`config.mk`:
```
export PLATFORM = sky130hd
export DESIGN_NAME = hazard_scoreboard_flat
export DESIGN_NICKNAME = d
export VERILOG_FILES = /design/src/rtl/hazard_scoreboard_pkg.sv /design/src/rtl/hazard_scoreboard_if.sv /design/src/rtl/hazard_scoreboard_sb_entry.sv /design/src/rtl/hazard_scoreboard.sv /design/src/flat_wrapper.sv
export SDC_FILE = /design/constraint.sdc
export NUM_CORES = 1
export LEC_CHECK = 0
export BUFFER_PORTS_ARGS = -buffer_cell sky130_fd_sc_hd__buf_2
export CAP_MARGIN = 20
export CORE_MARGIN = 2
export CORE_UTILIZATION = 35
export CTS_BUF_LIST = sky130_fd_sc_hd__clkbuf_16
export CTS_CLUSTER_DIAMETER = 150
export DETAILED_ROUTE_END_ITERATION = 7
export GPL_ROUTABILITY_DRIVEN = 1
export HOLD_SLACK_MARGIN = 0.02
export PLACE_DENSITY_LB_ADDON = 0.05
export SLEW_MARGIN = 20
export SYNTH_ARGS = -nofsm -noshare
export SYNTH_HDL_FRONTEND = slang
export SYNTH_SLANG_ARGS = --single-unit
```
`constraint.sdc`:
```
create_clock -name i_clk -period 2.8 [get_ports i_clk]
set_input_delay 0 -clock i_clk [delete_from_list [all_inputs] [get_ports i_clk]]
set_output_delay 0 -clock i_clk [all_outputs]
set_load 0.1 [all_outputs]
```
`src/rtl/hazard_scoreboard_pkg.sv`:
```
`default_nettype none
// ============================================================================
//  Module      : hazard_pckg
//  Description : Shared encodings and types for the ID-stage hazard scoreboard.
//  Revision    : 1.0 - initial release
// ============================================================================
package hazard_pckg;

    localparam logic [1:0] c_CHK_NONE    = 2'b00;
    localparam logic [1:0] c_CHK_RS1     = 2'b01;
    localparam logic [1:0] c_CHK_RS2     = 2'b10;
    localparam logic [1:0] c_CHK_RS1_RS2 = 2'b11;

    // Countdown storage is sized for the widest supported latency field.
    localparam int c_LAT_W_MAX = 8;

    typedef struct packed {
        logic                   busy;
        logic                   is_var;
        logic [c_LAT_W_MAX-1:0] cnt;
    } sb_entry_t;

    typedef struct packed {
        logic raw_rs1;
        logic raw_rs2;
        logic waw;
    } hazard_cause_t;

    function automatic logic chk_rs1(input logic [1:0] sel);
        return (sel == c_CHK_RS1) || (sel == c_CHK_RS1_RS2);
    endfunction

    function automatic logic chk_rs2(input logic [1:0] sel);
        return (sel == c_CHK_RS2) || (sel == c_CHK_RS1_RS2);
    endfunction

endpackage
`default_nettype wire

```
`src/rtl/hazard_scoreboard_if.sv`:
```
`default_nettype none
// ============================================================================
//  Module      : hazard_scoreboard_if
//  Description : ID-stage, issue and writeback signals of the hazard scoreboard.
//  Revision    : 1.0 - initial release
// ============================================================================
interface hazard_scoreboard_if #(
    parameter int NUM_REGS = 32,
    parameter int ALEN     = 5,
    parameter int LAT_W    = 3,
    parameter int CNT_W    = 16
);
    logic [ALEN-1:0]     i_rs1;
    logic [ALEN-1:0]     i_rs2;
    logic [1:0]          i_check_regs;
    logic                i_has_rd;
    logic [ALEN-1:0]     i_rd;
    logic                i_is_valid;
    logic                i_pipeline_stalled;
    logic                i_issue;
    logic                i_issue_var;
    logic [LAT_W-1:0]    i_issue_lat;
    logic                i_wb_valid;
    logic [ALEN-1:0]     i_wb_rd;
    logic                o_stall;
    logic                o_raw_rs1;
    logic                o_raw_rs2;
    logic                o_waw;
    logic [NUM_REGS-1:0] o_busy;
    logic [CNT_W-1:0]    o_stall_cycles;

    modport master (
        output i_rs1, i_rs2, i_check_regs, i_has_rd, i_rd, i_is_valid,
               i_pipeline_stalled, i_issue, i_issue_var, i_issue_lat,
               i_wb_valid, i_wb_rd,
        input  o_stall, o_raw_rs1, o_raw_rs2, o_waw, o_busy, o_stall_cycles
    );

    modport slave (
        input  i_rs1, i_rs2, i_check_regs, i_has_rd, i_rd, i_is_valid,
               i_pipeline_stalled, i_issue, i_issue_var, i_issue_lat,
               i_wb_valid, i_wb_rd,
        output o_stall, o_raw_rs1, o_raw_rs2, o_waw, o_busy, o_stall_cycles
    );
endinterface
`default_nettype wire

```
`src/rtl/hazard_scoreboard_sb_entry.sv`:
```
`default_nettype none
// ============================================================================
//  Module      : sb_entry
//  Description : One register's busy/var flags and fixed-latency countdown.
//  Revision    : 1.0 - initial release
// ============================================================================
module sb_entry
    import hazard_pckg::*;
#(
    parameter int LAT_W = 3
) (
    input  wire logic             i_clk,
    input  wire logic             i_rst,
    input  wire logic             i_issue,
    input  wire logic             i_issue_var,
    input  wire logic [LAT_W-1:0] i_issue_lat,
    input  wire logic             i_wb_clr,
    input  wire logic             i_freeze,
    output logic                  o_busy,
    output logic                  o_var
);

    sb_entry_t r_entry;

    // Issue has priority so a same-cycle clear of the old producer reloads the entry.
    always_ff @(posedge i_clk) begin
        if (i_rst) begin
            r_entry <= '0;
        end else if (i_issue) begin
            r_entry.busy   <= 1'b1;
            r_entry.is_var <= i_issue_var;
            r_entry.cnt    <= i_issue_var ? '0 : c_LAT_W_MAX'(i_issue_lat);
        end else if (i_wb_clr && r_entry.busy && r_entry.is_var) begin
            r_entry <= '0;
        end else if (r_entry.busy && !r_entry.is_var && !i_freeze) begin
            r_entry.cnt <= r_entry.cnt - c_LAT_W_MAX'(1);
            if (r_entry.cnt <= c_LAT_W_MAX'(1)) begin
                r_entry.busy <= 1'b0;
            end
        end
    end

    assign o_busy = r_entry.busy;
    assign o_var  = r_entry.is_var;

endmodule
`default_nettype wire

```
`src/rtl/hazard_scoreboard.sv`:
```
`default_nettype none
// ============================================================================
//  Module      : hazard_scoreboard
//  Description : Per-register scoreboard raising ID-stage RAW/WAW stalls.
//  Revision    : 1.0 - initial release
// ============================================================================
module hazard_scoreboard
    import hazard_pckg::*;
#(
    parameter int NUM_REGS  = 32,
    parameter int ALEN      = 5,
    parameter int LAT_W     = 3,
    parameter int CNT_W     = 16,
    parameter int BYPASS_WB = 1
) (
    input wire logic           i_clk,
    input wire logic           i_rst,
    hazard_scoreboard_if.slave sb_if
);

    localparam int c_SPAN = 2**ALEN;

    logic [c_SPAN-1:0] w_busy;
    logic [c_SPAN-1:0] w_var;
    logic [c_SPAN-1:0] w_bypass;
    logic [c_SPAN-1:0] w_eff_busy;
    logic              w_issue_ok;
    logic              w_stall;
    hazard_cause_t     w_cause;
    logic [CNT_W-1:0]  r_stall_cycles;

    assign w_issue_ok = sb_if.i_issue && sb_if.i_has_rd && (sb_if.i_rd != '0) && !w_stall &&
                        (sb_if.i_issue_var || (sb_if.i_issue_lat != '0));

    // Slot 0 and addresses beyond NUM_REGS have no entry and always read idle.
    for (genvar r = 0; r < c_SPAN; r++) begin : g_slot
        if (r > 0 && r < NUM_REGS) begin : g_entry
            sb_entry #(.LAT_W(LAT_W)) u_entry (
                .i_clk       (i_clk),
                .i_rst       (i_rst),
                .i_issue     (w_issue_ok && (sb_if.i_rd == ALEN'(r))),
                .i_issue_var (sb_if.i_issue_var),
                .i_issue_lat (sb_if.i_issue_lat),
                .i_wb_clr    (sb_if.i_wb_valid && (sb_if.i_wb_rd == ALEN'(r))),
                .i_freeze    (sb_if.i_pipeline_stalled),
                .o_busy      (w_busy[r]),
                .o_var       (w_var[r])
            );
        end else begin : g_none
            assign w_busy[r] = 1'b0;
            assign w_var[r]  = 1'b0;
        end
    end

    assign w_bypass   = ((BYPASS_WB != 0) && sb_if.i_wb_valid) ?
                        (w_var & (c_SPAN'(1) << sb_if.i_wb_rd)) : '0;
    assign w_eff_busy = w_busy & ~w_bypass;

    always_comb begin
        w_cause = '0;
        w_stall = 1'b0;
        if (!sb_if.i_is_valid && sb_if.i_pipeline_stalled) begin
            w_stall = 1'b1;
        end else if (sb_if.i_is_valid) begin
            w_cause.raw_rs1 = chk_rs1(sb_if.i_check_regs) && (sb_if.i_rs1 != '0) && w_eff_busy[sb_if.i_rs1];
            w_cause.raw_rs2 = chk_rs2(sb_if.i_check_regs) && (sb_if.i_rs2 != '0) && w_eff_busy[sb_if.i_rs2];
            w_cause.waw     = sb_if.i_has_rd && (sb_if.i_rd != '0) && w_eff_busy[sb_if.i_rd];
            w_stall         = |w_cause;
        end
    end

    always_ff @(posedge i_clk) begin
        if (i_rst) begin
            r_stall_cycles <= '0;
        end else if (w_stall && (r_stall_cycles != {CNT_W{1'b1}})) begin
            r_stall_cycles <= r_stall_cycles + CNT_W'(1);
        end
    end

    always_ff @(posedge i_clk) begin
        if (!i_rst && sb_if.i_issue) begin
            assert (!w_stall);
        end
    end

    assign sb_if.o_stall        = w_stall;
    assign sb_if.o_raw_rs1      = w_cause.raw_rs1;
    assign sb_if.o_raw_rs2      = w_cause.raw_rs2;
    assign sb_if.o_waw          = w_cause.waw;
    assign sb_if.o_busy         = w_busy[NUM_REGS-1:0];
    assign sb_if.o_stall_cycles = r_stall_cycles;

endmodule
`default_nettype wire

```
`src/flat_wrapper.sv`:
```
// flat-port wrapper written by rule: the top's interface ports become plain ports
module hazard_scoreboard_flat import hazard_pckg::*;
#(
    parameter int NUM_REGS  = 32,
    parameter int ALEN      = 5,
    parameter int LAT_W     = 3,
    parameter int CNT_W     = 16,
    parameter int BYPASS_WB = 1
)
  (i_clk, i_rst, sb_if_i_rs1, sb_if_i_rs2, sb_if_i_check_regs, sb_if_i_has_rd, sb_if_i_rd, sb_if_i_is_valid, sb_if_i_pipeline_stalled, sb_if_i_issue, sb_if_i_issue_var, sb_if_i_issue_lat, sb_if_i_wb_valid, sb_if_i_wb_rd, sb_if_o_stall, sb_if_o_raw_rs1, sb_if_o_raw_rs2, sb_if_o_waw, sb_if_o_busy, sb_if_o_stall_cycles);
  hazard_scoreboard_if #(.NUM_REGS(NUM_REGS), .ALEN(ALEN), .LAT_W(LAT_W), .CNT_W(CNT_W)) sb_if_i ();
  input wire logic i_clk;
  input wire logic i_rst;
  input wire logic [$bits(sb_if_i.i_rs1)-1:0] sb_if_i_rs1;
  input wire logic [$bits(sb_if_i.i_rs2)-1:0] sb_if_i_rs2;
  input wire logic [$bits(sb_if_i.i_check_regs)-1:0] sb_if_i_check_regs;
  input wire logic [$bits(sb_if_i.i_has_rd)-1:0] sb_if_i_has_rd;
  input wire logic [$bits(sb_if_i.i_rd)-1:0] sb_if_i_rd;
  input wire logic [$bits(sb_if_i.i_is_valid)-1:0] sb_if_i_is_valid;
  input wire logic [$bits(sb_if_i.i_pipeline_stalled)-1:0] sb_if_i_pipeline_stalled;
  input wire logic [$bits(sb_if_i.i_issue)-1:0] sb_if_i_issue;
  input wire logic [$bits(sb_if_i.i_issue_var)-1:0] sb_if_i_issue_var;
  input wire logic [$bits(sb_if_i.i_issue_lat)-1:0] sb_if_i_issue_lat;
  input wire logic [$bits(sb_if_i.i_wb_valid)-1:0] sb_if_i_wb_valid;
  input wire logic [$bits(sb_if_i.i_wb_rd)-1:0] sb_if_i_wb_rd;
  output wire logic [$bits(sb_if_i.o_stall)-1:0] sb_if_o_stall;
  output wire logic [$bits(sb_if_i.o_raw_rs1)-1:0] sb_if_o_raw_rs1;
  output wire logic [$bits(sb_if_i.o_raw_rs2)-1:0] sb_if_o_raw_rs2;
  output wire logic [$bits(sb_if_i.o_waw)-1:0] sb_if_o_waw;
  output wire logic [$bits(sb_if_i.o_busy)-1:0] sb_if_o_busy;
  output wire logic [$bits(sb_if_i.o_stall_cycles)-1:0] sb_if_o_stall_cycles;
  assign sb_if_i.i_rs1 = sb_if_i_rs1;
  assign sb_if_i.i_rs2 = sb_if_i_rs2;
  assign sb_if_i.i_check_regs = sb_if_i_check_regs;
  assign sb_if_i.i_has_rd = sb_if_i_has_rd;
  assign sb_if_i.i_rd = sb_if_i_rd;
  assign sb_if_i.i_is_valid = sb_if_i_is_valid;
  assign sb_if_i.i_pipeline_stalled = sb_if_i_pipeline_stalled;
  assign sb_if_i.i_issue = sb_if_i_issue;
  assign sb_if_i.i_issue_var = sb_if_i_issue_var;
  assign sb_if_i.i_issue_lat = sb_if_i_issue_lat;
  assign sb_if_i.i_wb_valid = sb_if_i_wb_valid;
  assign sb_if_i.i_wb_rd = sb_if_i_wb_rd;
  assign sb_if_o_stall = sb_if_i.o_stall;
  assign sb_if_o_raw_rs1 = sb_if_i.o_raw_rs1;
  assign sb_if_o_raw_rs2 = sb_if_i.o_raw_rs2;
  assign sb_if_o_waw = sb_if_i.o_waw;
  assign sb_if_o_busy = sb_if_i.o_busy;
  assign sb_if_o_stall_cycles = sb_if_i.o_stall_cycles;
  hazard_scoreboard #(.NUM_REGS(NUM_REGS), .ALEN(ALEN), .LAT_W(LAT_W), .CNT_W(CNT_W), .BYPASS_WB(BYPASS_WB)) u_core (.i_clk(i_clk), .i_rst(i_rst), .sb_if(sb_if_i));
endmodule
```
==> qor.json <==
{
  "synth_enable_flop_cells": 0,
  "critical-path-slowest-cell": "sky130_fd_sc_hd__or3b_4",
  "routed-via-count": 16910,
  "drt_pre_antenna_iters": 7,
  "ys.warnings.count": 0,
  "antenna_violations_before_repair": 2,
  "clk_root_buffer_cell": "sky130_fd_sc_hd__clkbuf_16",
  "ioPinCount": 85,
  "timing.critical_path.to_type": "flop",
  "sequentialPowerShare": 0.440,
  "cell_types_with_the_largest_area_share_after_synthesis": "sky130_fd_sc_hd__dfxtp_1, sky130_fd_sc_hd__xnor2_1, sky130_fd_sc_hd__nor2_1",
  "post-layout-total-power_uw": 10630,
  "postSynthRegisterBits": 326,
  "initial_utilization": 0.3531,
  "synthFlopType": "sky130_fd_sc_hd__dfxtp_1",
  "grt_first_pass_wirelength_um": 94240,
  "worst_slew_pin_tran_ps": 905.9,
  "crit_fanout": 5,
  "failed_checks": "negative setup slack",
  "area_growth_syn_to_fin_pct": 33.89,
  "number_of_hold_slack_violations_in_the_final_timing_report": 0,
  "placement.io_buffers": 83,
  "area_of_the_die_um2": 53370,
  "num_rows": 83,
  "min_period_over_period": 1.083,
  "cts_tree": "yes",
  "power_share_of_the_combinational_group": 0.096,
  "fin_util": 0.4727,
  "power_switching_uw": 2755,
  "postSynthCellCount": 2198,
  "post-synth-top-area-cell": "sky130_fd_sc_hd__dfxtp_1",
  "power.ir.vdd_worst_uv": 450.2,
  "syn-cell-area_um2": 18040,
  "cts_max_level": 2,
  "critical_path.most_common_cell": "sky130_fd_sc_hd__buf_12",
  "worstPathCellList": "or3b_4 > buf_12 > nor2_4 > o311a_1 > a31oi_2 > o2111a_2 > buf_6 > nor3_4 > nand3_4 > buf_12 > buf_8 > or3_4 > a21oi_2",
  "grt_max_degree": 44,
  "detailed_place_hpwl_um": 44820,
  "cts.path.max_buffers": 3,
  "clock_power_share": 0.464,
  "synth_cell_type_count": 79,
  "detailedPlace.worstSlack_ps": -425.2,
  "layout.cells.most_common": "sky130_fd_sc_hd__dfxtp_1",
  "critical_path_arrival_ps": 3540,
  "drt_drc_violations_left": 0,
  "layout_common_cells": "sky130_fd_sc_hd__dfxtp_1, sky130_fd_sc_hd__buf_4, sky130_fd_sc_hd__nand2_1, sky130_fd_sc_hd__nor2_1, sky130_fd_sc_hd__xnor2_1",
  "sw_frac_of_total": 0.2592,
  "cpPeakStageDelay_ps": 390,
  "slew_violations": 0,
  "nets": 2621,
  "cap_viol_max_count": 0,
  "drtAntennaViolNets": 0,
  "via_count_of_the_first_global_routing_pass": 16560,
  "final.setup.worst_slack_ps": -233.7,
  "fillers": 5084,
  "share_of_synthesized_registers_carrying_an_async_set_or_reset": 0,
  "powerDensity_nw_per_um2": 440.1,
  "post_drt_wl_per_cell_um": 18.91,
  "fp.dieH_um": 231.0,
  "grt_setup_unrepaired": "yes",
  "drive_gt1_frac": 0.2820,
  "cts-buffers-inserted": 41,
  "p_leak_uw": 0.009304,
  "globalplace.congestion": 0.9308,
  "report.final.setup_viol": 233,
  "gr-usage-all-layers": 0.2255,
  "category_of_the_worst_setup_path_launch_point": "flop",
  "drtIter0Drc": 864,
  "timing.max_slew.rel_slack": 0.3961,
  "avgViaCountPerCell": 5.228,
  "post-synth-top-area-fraction": 0.3618,
  "die_w_um": 231.0,
  "status": "complete, but fails checks",
  "core_region_area_um2": 51090,
  "total_congestion_overflow": 0,
  "fin_worst_skew_ps": 24.08,
  "final_period_minus_worst_setup_slack_ps": 3034,
  "power_report.internal_total_uw": 7874,
  "timing.setup.critical_path_class": "flop to flop",
  "worst_skew_pair.late_latency_ps": 570,
  "avgSynthCellArea_um2": 8.207,
  "clk_pin_slew_worst_paths_ps": 60,
  "min-delay-path-class": "input port to flop",
  "fmax_ghz": 0.3296,
  "synthesized_net_count": 2294,
  "cts.sinks": 326,
  "yosysSeqAreaShare": 0.3618,
  "detail_route.wirelength_um": 61170,
  "required_ps": 3310
}
-- power groups by stage --
stage	clock network, µW	registers [µW]	logic [µW]
6_report	4940	4680	1020
5_1_grt	5290	4680	1080
4_1_cts	5100	4680	938
3_5_place_dp	0	4780	814
3_3_place_gp	0	4780	814
2_1_floorplan	0	4800	418
-- kinds of logic (layout without fill, tap and decap cells) --
kind of cell,after synthesis,count (layout),share of synthesized area
DFF,326,326,0.3618
other,1,3,0.0002079
and+or+nand+nor,971,974,0.2692
xor gates and xnor gates,205,205,0.09953
AOI/OAI and AO/OA,361,361,0.1296
adders and majority gates,63,63,0.04370
muxes,79,79,0.04598
buffers and inverters,192,544,0.05001
-- area by class of cell --
class / count / area, µm² / share of cell area
multi-input combinational: 1683 / 11950 / 0.4948
sequential: 326 / 6555 / 0.2714
timing repair buffer: 391 / 3244 / 0.1343
clock buffer: 43 / 1076 / 0.04455
tap: 680 / 850.8 / 0.03523
inverter: 82 / 316.6 / 0.01311
clock inverter: 28 / 153.9 / 0.006372
antenna: 2 / 5.005 / 0.0002072
-- Yosys cell counts (46+ instances only) --
library cell,n
sky130_fd_sc_hd__xor2_1,87
sky130_fd_sc_hd__o21ai_0,87
sky130_fd_sc_hd__clkbuf_1,47
sky130_fd_sc_hd__ha_1,63
sky130_fd_sc_hd__dfxtp_1,326
sky130_fd_sc_hd__a21oi_1,86
sky130_fd_sc_hd__nand3_1,61
sky130_fd_sc_hd__nand2_1,246
sky130_fd_sc_hd__xnor2_1,118
sky130_fd_sc_hd__nor2_1,275
sky130_fd_sc_hd__mux2i_1,75
sky130_fd_sc_hd__inv_1,81
sky130_fd_sc_hd__nor3_1,93
sky130_fd_sc_hd__o211ai_1,46
-- metrics by stage --
step,instance area (µm²),hold WS [ps],TNS [ps],instances
after floorplan,18280,145.5,-689.7,2198
after global placement,21230,270.2,-38030,3126
after detailed placement,21230,267.1,-62930,3126
after CTS,23270,33.11,-3936,3225
after global routing,24150,82.53,-41500,3234
final,24150,56.90,-17080,3235
-- sequential cells by signal, summed over array words and instances (netlist names) --
register	flops
u_core.g_slot.g_entry.u_entry.o_var	31
u_core.sb_if.o_stall_cycles	16
u_core.g_slot.g_entry.u_entry.o_busy	31
u_core.g_slot.g_entry.u_entry.r_entry	248
-- critical path, delay by kind of cell (launching register included) --
kind,cells,cell delay (ps)
compound gates,4,780
buf+inv,4,560
flops,1,320
simple gates,5,1300
-- what timing repair did --
action	CTS	global route
hold buffers	6	0
pin swaps	97	77
buffers inserted	16	8
gates cloned	6	3
endpoints found under the setup margin	301	325
resized for setup	150	228
endpoints found under the hold margin	31	0
-- final timing paths --
path | cells after the start | start | endpoint | slack [ps]
worst max-delay path | 13 | u_core.g_slot[19].g_entry.u_entry.o_var | u_core.g_slot[10].g_entry.u_entry.o_var | -230
worst min-delay path | 5 | sb_if_i_rd[3] | u_core.g_slot[22].g_entry.u_entry.o_busy | 60
worst max register to register | 13 | u_core.g_slot[19].g_entry.u_entry.o_var | u_core.g_slot[10].g_entry.u_entry.o_var | -230
worst min register to register | 2 | u_core.sb_if.o_stall_cycles[7] | u_core.sb_if.o_stall_cycles[7] | 470
-- per-layer routing --
layer	up-vias	global-route usage	routed length [µm]
li1	8356	-	-
met1	8100	0.2990	28410
met2	345	0.3631	27790
met3	108	0.04331	2915
met4	2	0.08387	2040
met5	-	0	13
Power figures use the tool's default switching activity.
